--- config.mk ---
export PLATFORM = sky130hd
export DESIGN_NAME = dpram_port_arbiter
export DESIGN_NICKNAME = d
export VERILOG_FILES = /design/src/rtl/dual_port_ram_defines.sv /design/src/rtl/dpram_arb_timeout_counter.sv /design/src/rtl/dpram_port_arbiter.sv
export SDC_FILE = /design/constraint.sdc
export NUM_CORES = 1
export LEC_CHECK = 0
export ABC_CLOCK_PERIOD_IN_PS = 1650
export CORE_MARGIN = 1.5
export CORE_UTILIZATION = 23
export CTS_CLUSTER_DIAMETER = 40
export DETAILED_ROUTE_END_ITERATION = 6
export GPL_TIMING_DRIVEN = 0
export PLACE_DENSITY = 0.76
export SLEW_MARGIN = 20
export SYNTH_ARGS = -nofsm -noshare
export SYNTH_HDL_FRONTEND = slang
export SYNTH_HIERARCHICAL = 1
export SYNTH_SLANG_ARGS = --single-unit
export TNS_END_PERCENT = 50
--- constraint.sdc ---
create_clock -name clk_i -period 1.65 [get_ports clk_i]
set_input_delay 0.33 -clock clk_i [delete_from_list [all_inputs] [get_ports clk_i]]
set_output_delay 0.33 -clock clk_i [all_outputs]
set_load 0.01 [all_outputs]
--- src/rtl/dual_port_ram_defines.sv ---
// Shared definitions for the dual-port RAM subsystem: port-B arbiter states,
// the default ownership bound and the contention winner rule.
`timescale 1ns/1ps
package dual_port_ram_defines;

  typedef enum logic [1:0] {
    ST_ARB_IDLE   = 2'd0,
    ST_ARB_ACCESS = 2'd1,
    ST_ARB_HOLD   = 2'd2
  } dpram_arb_estado_t;

  localparam int unsigned DPRAM_ARB_TIMEOUT_CYC = 16;

  // A lone requester wins; under contention the one that did not own last wins.
  function automatic logic arb_pick(input logic [1:0] req, input logic last_owner);
    if (req == 2'b11) return ~last_owner;
    return req[1];
  endfunction

endpackage

--- src/rtl/dpram_arb_timeout_counter.sv ---
// Counts consecutive owned cycles; expire_o is high during the owned cycle that
// completes TIMEOUT_CYC cycles. clear_i (grant) restarts the count.
`timescale 1ns/1ps
module dpram_arb_timeout_counter #(
  parameter int unsigned TIMEOUT_CYC = 16
) (
  input  logic clk_i,
  input  logic rst_i,
  input  logic clear_i,
  input  logic en_i,
  output logic expire_o
);

  localparam int unsigned CNT_W = (TIMEOUT_CYC > 1) ? $clog2(TIMEOUT_CYC) : 1;
  localparam logic [CNT_W-1:0] CNT_LAST = CNT_W'(TIMEOUT_CYC - 1);

  logic [CNT_W-1:0] cnt_q, cnt_d;

  assign expire_o = en_i && (cnt_q == CNT_LAST);

  always_comb begin
    cnt_d = cnt_q;
    if (clear_i || expire_o) begin
      cnt_d = '0;
    end else if (en_i) begin
      cnt_d = cnt_q + 1'b1;
    end
  end

  always_ff @(posedge clk_i or negedge rst_i) begin
    if (!rst_i) begin
      cnt_q <= '0;
    end else begin
      cnt_q <= cnt_d;
    end
  end

endmodule

--- src/rtl/dpram_port_arbiter.sv ---
// Two-requester owner arbiter for RAM port B; each access is acked one cycle later, lock holds ownership.
// Define DPRAM_ARB_TIMEOUT_EN to bound ownership to TIMEOUT_CYC cycles (timeout_o pulses on forced release).
`timescale 1ns/1ps
module dpram_port_arbiter
  import dual_port_ram_defines::*;
#(
  parameter int unsigned ADDR_W      = 8,
  parameter int unsigned DATA_W      = 16,
  parameter int unsigned TIMEOUT_CYC = DPRAM_ARB_TIMEOUT_CYC
) (
  input  logic              clk_i,
  input  logic              rst_i,
  input  logic [1:0]        req_i,
  input  logic [1:0]        lock_i,
  input  logic [ADDR_W-1:0] addr0_i,
  input  logic [ADDR_W-1:0] addr1_i,
  input  logic [1:0]        we_i,
  input  logic [DATA_W-1:0] wdata0_i,
  input  logic [DATA_W-1:0] wdata1_i,
  output logic [1:0]        gnt_o,
  output logic [1:0]        ack_o,
  output logic [DATA_W-1:0] rdata_o,
  output logic              ram_en_o,
  output logic              ram_we_o,
  output logic [ADDR_W-1:0] ram_addr_o,
  output logic [DATA_W-1:0] ram_wdata_o,
  input  logic [DATA_W-1:0] ram_rdata_i,
  output logic              timeout_o
);

  if (TIMEOUT_CYC == 0) begin : g_bad_timeout
    $error("dpram_port_arbiter: TIMEOUT_CYC must be at least 1");
  end

  dpram_arb_estado_t state_q, state_d;
  logic              owner_q, owner_d;
  logic              last_owner_q, last_owner_d;
  logic [1:0]        ack_q, ack_d;
  logic              rd_pend_q, rd_pend_d;
  logic              access;
  logic              expire;

`ifdef DPRAM_ARB_TIMEOUT_EN
  dpram_arb_timeout_counter #(
    .TIMEOUT_CYC (TIMEOUT_CYC)
  ) u_timeout (
    .clk_i    (clk_i),
    .rst_i    (rst_i),
    .clear_i  ((state_q == ST_ARB_IDLE) && (req_i != 2'b00)),
    .en_i     (state_q != ST_ARB_IDLE),
    .expire_o (expire)
  );
`else
  assign expire = 1'b0;
`endif

  assign timeout_o = expire;
  assign access    = (state_q == ST_ARB_ACCESS) && req_i[owner_q];
  assign ram_en_o  = access;

  always_comb begin
    state_d      = state_q;
    owner_d      = owner_q;
    last_owner_d = last_owner_q;
    gnt_o        = 2'b00;
    ram_we_o     = 1'b0;
    ram_addr_o   = '0;
    ram_wdata_o  = '0;

    unique case (state_q)
      ST_ARB_IDLE: begin
        if (req_i != 2'b00) begin
          state_d = ST_ARB_ACCESS;
          owner_d = arb_pick(req_i, last_owner_q);
        end
      end
      ST_ARB_ACCESS: begin
        gnt_o[owner_q] = 1'b1;
        ram_we_o       = we_i[owner_q];
        ram_addr_o     = owner_q ? addr1_i : addr0_i;
        ram_wdata_o    = owner_q ? wdata1_i : wdata0_i;
        if (!req_i[owner_q]) begin
          state_d = lock_i[owner_q] ? ST_ARB_HOLD : ST_ARB_IDLE;
        end
      end
      ST_ARB_HOLD: begin
        gnt_o[owner_q] = 1'b1;
        if (req_i[owner_q]) begin
          state_d = ST_ARB_ACCESS;
        end else if (!lock_i[owner_q]) begin
          state_d = ST_ARB_IDLE;
        end
      end
      default: state_d = ST_ARB_IDLE;
    endcase

    if (expire) begin
      state_d = ST_ARB_IDLE;
    end
    // Fairness memory is updated on every release, voluntary or forced.
    if ((state_d == ST_ARB_IDLE) && (state_q != ST_ARB_IDLE)) begin
      last_owner_d = owner_q;
    end
  end

  always_comb begin
    ack_d          = 2'b00;
    ack_d[owner_q] = access;
    rd_pend_d      = access && !we_i[owner_q];
  end

  assign ack_o   = ack_q;
  assign rdata_o = rd_pend_q ? ram_rdata_i : '0;

  always_ff @(posedge clk_i or negedge rst_i) begin
    if (!rst_i) begin
      state_q      <= ST_ARB_IDLE;
      owner_q      <= 1'b0;
      last_owner_q <= 1'b1;
      ack_q        <= 2'b00;
      rd_pend_q    <= 1'b0;
    end else begin
      state_q      <= state_d;
      owner_q      <= owner_d;
      last_owner_q <= last_owner_d;
      ack_q        <= ack_d;
      rd_pend_q    <= rd_pend_d;
    end
  end

endmodule

## After elaboration in Yosys (flattened, before gate mapping)

Cells that the tools add are included.

| cells by class | value |
|---|---|
| $add $sub $neg | 0 |
| $mul | 0 |
| divide/modulo/power cells | 0 |
| order comparisons | 2 |
| eq/ne operators | 3 |
| shift operators | 0 |
| mux-type cells | 26 |
| bitwise operators | 2 |
| reductions and logical operators | 11 |

Operators with widths:

| kind | number |
|---|---|
| $mux W16 | 3 |
| $mux W8 | 2 |
| $mux W1 | 13 |
| $mux W2 | 6 |
| $pmux W2 S3 | 1 |
| $eq A2 B2 Y1 const B | 2 |
| $logic_and A1 B1 Y1 | 4 |
| $logic_not A2 Y1 | 2 |
| $reduce_bool A2 Y1 | 2 |
| $and A2 B2 Y2 | 1 |
| $eq A2 B1 Y1 const B | 1 |
| $lt A1 B2 Y1 const B | 1 |
| $reduce_and A2 Y1 | 1 |
| $reduce_or A2 Y1 | 1 |
| $demux W1 S1 | 1 |
| $ge A1 B1 Y1 const B | 1 |
| $logic_not A1 Y1 | 1 |
| $not A1 Y1 | 1 |

| word-level totals | value |
|---|---|
| register bits | 7 |
| latch bits | 0 |
| memory bits (writable) | 0 |
| bits in read-only memories | 0 |
| bits of input ports | 72 |
| memories kept | 0 |

## Longest topological paths before layout

Gate-level depths: netlist (run 1).

| depth | value |
|---|---|
| word-level depth | 7 |
| depth in mapped cells | 7 |
| gate-level depth less buffers | 7 |

## Worst setup path before layout (run 1)

No wires, ideal clock.

| timing path | value |
|---|---|
| kind | register -> register |
| start | register state_q[1] |
| end | register last_owner_q |
| arrival | 1.616 ns |
| path slack | -0.051 ns |
| stages on the path, launching flop included | 8 |
| path buffers | 0 |
| cells stage by stage | dfrtp_1 -> inv_1 -> ha_1 -> inv_2 -> nor3_2 -> o211ai_1 -> nand3_1 -> mux2_1 |

| on the way | value |
|---|---|
| cells in the longest elaborated chain, start to end | 5 |

RTL lines:

| what | RTL line | source |
|---|---|---|
| from (decl) | dpram_port_arbiter.sv:35 | `dpram_arb_estado_t state_q, state_d;` |
| from (signal assigned) | dpram_port_arbiter.sv:123 | `state_q <= state_d;` |
| $mux W2 | dpram_port_arbiter.sv:90 | `end else if (!lock_i[owner_q]) begin` |
| $mux W2 | dpram_port_arbiter.sv:88 | `if (req_i[owner_q]) begin` |
| $pmux W2 S3 | dpram_port_arbiter.sv:70 | `unique case (state_q)` |
| $logic_not A2 Y1 | dpram_port_arbiter.sv:101 | `if ((state_d == ST_ARB_IDLE) && (state_q != ST_ARB_IDLE)) begin` |
| $logic_and A1 B1 Y1 * | dpram_port_arbiter.sv:101 |  |
| to (signal assigned) | dpram_port_arbiter.sv:125 | `last_owner_q <= last_owner_d;` |
| to (decl) | dpram_port_arbiter.sv:37 | `logic last_owner_q, last_owner_d;` |

Mark *: on every way between the ends. The rest lies on a longest branch, timed or not.
A chain may end at the register's enable or synchronous reset.

## Final worst setup path (run 1)

| timing path | value |
|---|---|
| start | register state_q[1] |
| end | output ram_wdata_o[5] |

| on the way | value |
|---|---|
| cells in the longest elaborated chain, start to end | 2 |

RTL lines:

| what | RTL line | source |
|---|---|---|
| $eq A2 B1 Y1 | dpram_port_arbiter.sv:70 |  |
| $mux W16 | dpram_port_arbiter.sv:70 |  |
| to (decl) | dpram_port_arbiter.sv:26 | `output logic [DATA_W-1:0] ram_wdata_o,` |

Every way passes these cells.

==> impl_metrics.yaml, run 1 <==
drt:
  routed_wl_um: 3860
  routedWlPerCell_um: 12.9
  drc: 0
  drtPass1Iterations: 4
  dr.first_iter.drc_count: 28
  postRouteAntennaNets: 0
  avgViaCountPerCell: 4.51
  vias: 1348
timing:
  rsz0062_at_grt: "true"
  hold_violations: 0
  layout_setup_ws_ns: -0.101
  period_needed_ns: 1.75
  finalClockSkew_ns: 0.00128
  fmax_ghz: 0.571
  post-route-period-util_pct: 106
  timing.final.max_slew_violations: 0
  setup_tns_ns: -1.19
  setup_violations: 22
  whs_ns: 0.363
cells_and_area:
  post_route_cells_drive_above_1_share_pct: 32.3
  fillers: 318
  stdcell_count: 299
  antenna_cells: 0
  regArea_um2: 178
  nNetsFinal: 328
  postLayoutCoreUtil_pct: 65.6
  syn_to_final_growth_pct: 168
  multi_input_area_um2: 856
pwr:
  finalPower_uw: 3610
  leakage_uw: 0.00116
  vdd_drop_max_mv: 0.787
  power_density_nw_per_um2: 1460
floorplanning:
  rows: 22
  dieArea_um2: 4410
  core_um2: 3770
  start_util_pct: 24.5
  dieWidth_um: 66.4
  die_h_um: 66.4
  ioPinCount: 119
yosys:
  synth.most_common_cell: "nor2_1"
  synth_ff_type: "dfrtp_1"
  ys_top_cells_by_area: "mux2i_1 (27%), dfrtp_1 (16%), and2_1 (12%)"
  synth_edf_count: 0
  ys_seq_area_share_pct: 19.1
  netlist_top_cells_count: "nor2_1 (27), mux2i_1 (25), and2_1 (18)"
  ys_seq_elements: 7
  synth.avg_cell_area_um2: 7.77
  synthesis.nets: 195
  synth_top_area_share_pct: 27.1
  synth_area_leader_cell: "mux2i_1"
  synth_cells: 119
  yosys_warnings: 6
  synthArstFlopShare_pct: 100
  synth_cell_types: 31
  syn-cell-area_um2: 925
critical_path:
  worstPathCellList: "inv_2 > ha_4 > clkinv_8 > buf_8 > nor2_1 > buf_2"
  r2r_start: "state_q[1]"
  slowest_delay_ns: 0.39
  cp_max_fo: 7
  ff2ff_setup_slack_ns: -0.05
  crit_buf_inv: 4
  r2r_cells: 8
  startpoint_type: "flop"
  cpMaxStageDelayCell: "dfrtp_1"
  cp_top_family: "buffers and inverters"
  cp-end-kind: "primary output"
  path_class: "flop to primary output"
  cp_data_arrival_time_ns: 1.42
  worst-endpoint-required_ns: 1.32
  timing.rr.end: "last_owner_q"
grt:
  globalRouteOverflowTotal: 0
  grt_max_degree: 11
  grt_pass1_wl_um: 5400
  grt_pass1_vias: 1236
  antenna_found_initial: 0
  grtUsageTotal_pct: 15.9
clock_tree:
  cts-root-buf: "clkbuf_8"
  cts.path.max_buffers: 2
  clk_pin_slew_worst_paths_ns: 0.04
  cts_tree: "built"
  numCtsBuffers: 3
  cts.htree.levels: 1
  clk_latency_ns: 0.22
  cts.sinks: 7
run:
  drv_cap: 0
placed_design:
  port_buffers: 117
  place_inst: 284
  hpwl_um: 2890
  routabilityCongestion: 0.762
hold_path:
  hold_path_class: "primary input to asynchronous set/reset pin"
status:
  status: "finished with violations"
  violations: "negative setup slack"
[worst register-to-register path: stages, from the launching register on]
cell	delay [ns]
dfrtp_1	0.39
inv_2	0.09
ha_4	0.21
clkinv_8	0.10
nor3_4	0.17
buf_6	0.14
a311oi_2	0.09
nand3_1	0.12
mux2_4	0.31
[worst max path at each step]
stage	start	to	slack [ns]	cells after the start
2_1_floorplan	state_q[1]	last_owner_q	0.03	7
3_3_place_gp	req_i[1]	ram_en_o	-0.62	4
3_5_place_dp	req_i[1]	ram_en_o	-0.63	4
4_1_cts	owner_q	ram_wdata_o[11]	-0.13	5
5_1_grt	state_q[1]	ram_wdata_o[5]	-0.16	6
6_report	state_q[1]	ram_wdata_o[5]	-0.10	6
[sequential cells by signal, indices dropped and copies added (netlist names)]
name	cells
last_owner_q	1
rd_pend_q	1
owner_q	1
state_q	2
ack_o	2
[metal layers]
metal  up-vias  wire length, um  share of wire [%]  track usage [%]
met5         -                0                  0                0
met2        84             1970                 51             29.9
li1        666                -                  -                -
met4         0               23               0.60             6.12
met1       596             1360                 35             15.6
met3         2              504                 13             5.79
[repair_timing]
action,4_1_cts,5_1_grt
setup buffers,4,4
resized for setup,142,66
hold buffers,0,0
gates cloned,0,3
endpoints found under the setup margin,45,29
endpoints found under the hold margin,0,0
pin swaps,1,20
[where the power goes]
group	total (uW)	switching [uW]	internal (uW)
logic	3070	1440	1630
clock network	235	68.8	167
registers	308	52.2	255
[area by class of cell]
| class | instances | share of cell area (%) |
|---|---|---|
| Buffer | 8 | 4.80 |
| Clock buffer | 4 | 1.82 |
| Multi-Input combinational cell | 99 | 34.6 |
| Sequential cell | 7 | 7.18 |
| Inverter | 5 | 1.26 |
| Timing Repair Buffer | 127 | 47.6 |
| Timing Repair inverter | 1 | 0.354 |
| Tap cell | 48 | 2.43 |
[cell families (layout without fill, tap and decap cells)]
logic type               Yosys count  after routing  synth area share, %
other                              1              1                0.406
adder cells (fa/ha/maj)            4              4                 5.41
buffers and inverters             13            145                 6.36
AND/OR/NAND/NOR                   57             57                 30.9
flip-flops                         7              7                 19.1
multiplexers                      26             26                 28.3
AO/OA/AOI/OAI                     11             11                 9.61
[metrics by stage]
| stage | cell area, um2 | setup WS [ns] |
|---|---|---|
| 4_1_cts | 2200 | -0.128 |
| 3_3_place_gp | 2160 | -0.618 |
| 5_1_grt | 2470 | -0.160 |
| 6_report | 2470 | -0.101 |
| 3_5_place_dp | 2160 | -0.634 |
| 2_1_floorplan | 931 | 0.0301 |
[cell usage in the layout, fill, tap and decap left out, types with 2 or more instances in the layout]
cell type         n
clkbuf_2          4
dfrtp_1           5
nor3b_1           2
mux2i_2           3
nor2_1           12
ha_1              2
and2_1           18
clkdlybuf4s50_1  71
inv_2             2
clkbuf_16         2
buf_6            18
clkbuf_8          3
nor2_2            3
nand2_1           5
mux2i_1          22
dlygate4sd2_1    18
nor2_4           12
inv_1             2
buf_4             7
buf_2            12
No activity file was read; power rests on OpenSTA's default activity.
==> run 2, diff against run 1 <==
--- a/config.mk
+++ b/config.mk
@@ -8,3 +8,3 @@
 export ABC_CLOCK_PERIOD_IN_PS = 1650
-export CORE_MARGIN = 1.5
+export CORE_MARGIN = 3
 export CORE_UTILIZATION = 23
@@ -14,3 +14,3 @@
 export PLACE_DENSITY = 0.76
-export SLEW_MARGIN = 20
+export SLEW_MARGIN = 10
 export SYNTH_ARGS = -nofsm -noshare
--- a/constraint.sdc
+++ b/constraint.sdc
@@ -3,2 +3,2 @@
 set_output_delay 0.33 -clock clk_i [all_outputs]
-set_load 0.01 [all_outputs]
+set_load 0.02 [all_outputs]
==> run 2 against run 1 <==
Compared with the run above: final cell count is 1.0% lower; worst hold slack got worse by 0.017 ns; non-clock buffer count down 2; highest routed layer unchanged; sequential share of layout area shrank 0.11 points; the run still ends with negative setup slack left; flip-flop and latch count did not move; clock power about the same; largest power group unchanged; register-to-register slack is essentially flat; global-route usage decreased by 0.87 points; final area grew 1.6%.
==> impl_metrics.yaml, run 2 (synthesis results as in run 1) <==
drt:
  routed_wl_um: 4210
  drc: 0
  dr.first_iter.drc_count: 33
  routedWlPerCell_um: 14.2
  drtPass1Iterations: 4
  vias: 1370
  postRouteAntennaNets: 0
  avgViaCountPerCell: 4.63
pwr:
  vdd_drop_max_mv: 0.812
  power_density_nw_per_um2: 1630
  finalPower_uw: 4090
  leakage_uw: 0.00111
grt:
  grt_pass1_vias: 1355
  grtUsageTotal_pct: 15.0
  antenna_found_initial: 0
  globalRouteOverflowTotal: 0
  grt_pass1_wl_um: 5990
  grt_max_degree: 11
clock_tree:
  clk_latency_ns: 0.23
  cts.path.max_buffers: 2
  cts.sinks: 7
  ctsHoldBuffers: 0
  cts_tree: "built"
  cts-root-buf: "clkbuf_8"
  cts.htree.levels: 1
  clk_pin_slew_worst_paths_ns: 0.04
  numCtsBuffers: 3
placed_design:
  port_buffers: 117
  hpwl_um: 3030
  routabilityCongestion: 0.802
cells_and_area:
  final_common_cell: "clkdlybuf4s50_1"
  antenna_cells: 0
  syn_to_final_growth_pct: 172
  mostFrequentLayoutCells: "clkdlybuf4s50_1 (71), buf_4 (22), and2_1 (18)"
  post_route_cells_drive_above_1_share_pct: 38.3
  nNetsFinal: 325
timing:
  setup_tns_ns: -0.264
  whs_ns: 0.346
  fmax_ghz: 0.567
  finalClockSkew_ns: 0.00474
  period_needed_ns: 1.76
  timing.final.max_slew_violations: 0
  rsz0062_at_grt: "true"
  post-route-period-util_pct: 107
  setup_violations: 8
  hold_violations: 0
  layout_setup_ws_ns: -0.115
floorplanning:
  die_h_um: 69.4
  dieWidth_um: 69.4
  rows: 22
  core_um2: 3770
  ioPinCount: 119
  dieArea_um2: 4820
  start_util_pct: 24.5
critical_path:
  cp_max_fo: 5
  cp_data_arrival_time_ns: 1.43
  startpoint_type: "flop"
  path_class: "flop to primary output"
  worst-endpoint-required_ns: 1.32
  cp-end-kind: "primary output"
status:
  violations: "negative setup slack"
  status: "finished with violations"
hold_path:
  hold_path_class: "primary input to asynchronous set/reset pin"
run:
  drv_cap: 0
==> run 2: cell type report <==
class	count	area, um2
inverter	5	23.8
fill	320	1260
buffer	8	118
sequential	7	178
timing repair buffer	125	1180
clock buffer	4	45.0
tap	48	60.1
multi-input combinational	99	906
==> run 2: path summary, 6_finish.rpt <==
| kind | start | end | slack [ns] | depth (start not counted) |
|---|---|---|---|---|
| setup / recovery | state_q[1] | ram_en_o | -0.11 | 6 |
| hold / removal | rst_i | rd_pend_q | 0.35 | 1 |
| setup reg to reg | state_q[0] | last_owner_q | -0.04 | 6 |
| hold reg to reg | last_owner_q | owner_q | 0.61 | 2 |
| min in group clk_i | req_i[1] | owner_q | 0.60 | 2 |
| max in group asynchronous | rst_i | last_owner_q | 1.03 | 1 |
==> run 2: through the flow <==
step,instances,area (um2),utilization [%],setup slack (ns)
final,296,2510,66.7,-0.115
after global routing,296,2510,66.7,-0.171
after CTS,294,2250,59.8,-0.101
after detailed placement,284,2160,57.3,-0.707
after global placement,284,2160,57.3,-0.708
after floorplan,119,931,-,-0.0203
==> run 2: routing by layer <==
layer / vias to the layer above / GRT usage, % / routed length, um
met2: 66 / 27.4 / 2240
met4: 0 / 5.21 / 67
met3: 6 / 3.33 / 307
met1: 636 / 16.9 / 1600
met5: - / 0 / 0
li1: 662 / - / -
==> run 2: critical path, stage by stage, from the launching register on <==
cell and delay [ns]:
dfrtp_1 0.40, inv_2 0.09, ha_4 0.15, inv_6 0.05, buf_12 0.12, nor3_4 0.24
buf_6 0.16
==> run 2: report_power, final <==
group	total [uW]	leakage (uW)	internal, uW	switching [uW]
Combinational	3540	0.00100	1820	1720
Sequential	315	0.0000875	255	59.7
Clock	237	0.0000228	167	70.7
==> run 2: what timing repair did <==
action | in CTS | in global routing
pin swaps | 1 | 5
gates cloned | 0 | 1
gates resized for setup | 185 | 81
buffers inserted | 6 | 1
setup endpoints to repair | 45 | 40
hold endpoints to repair | 0 | 0
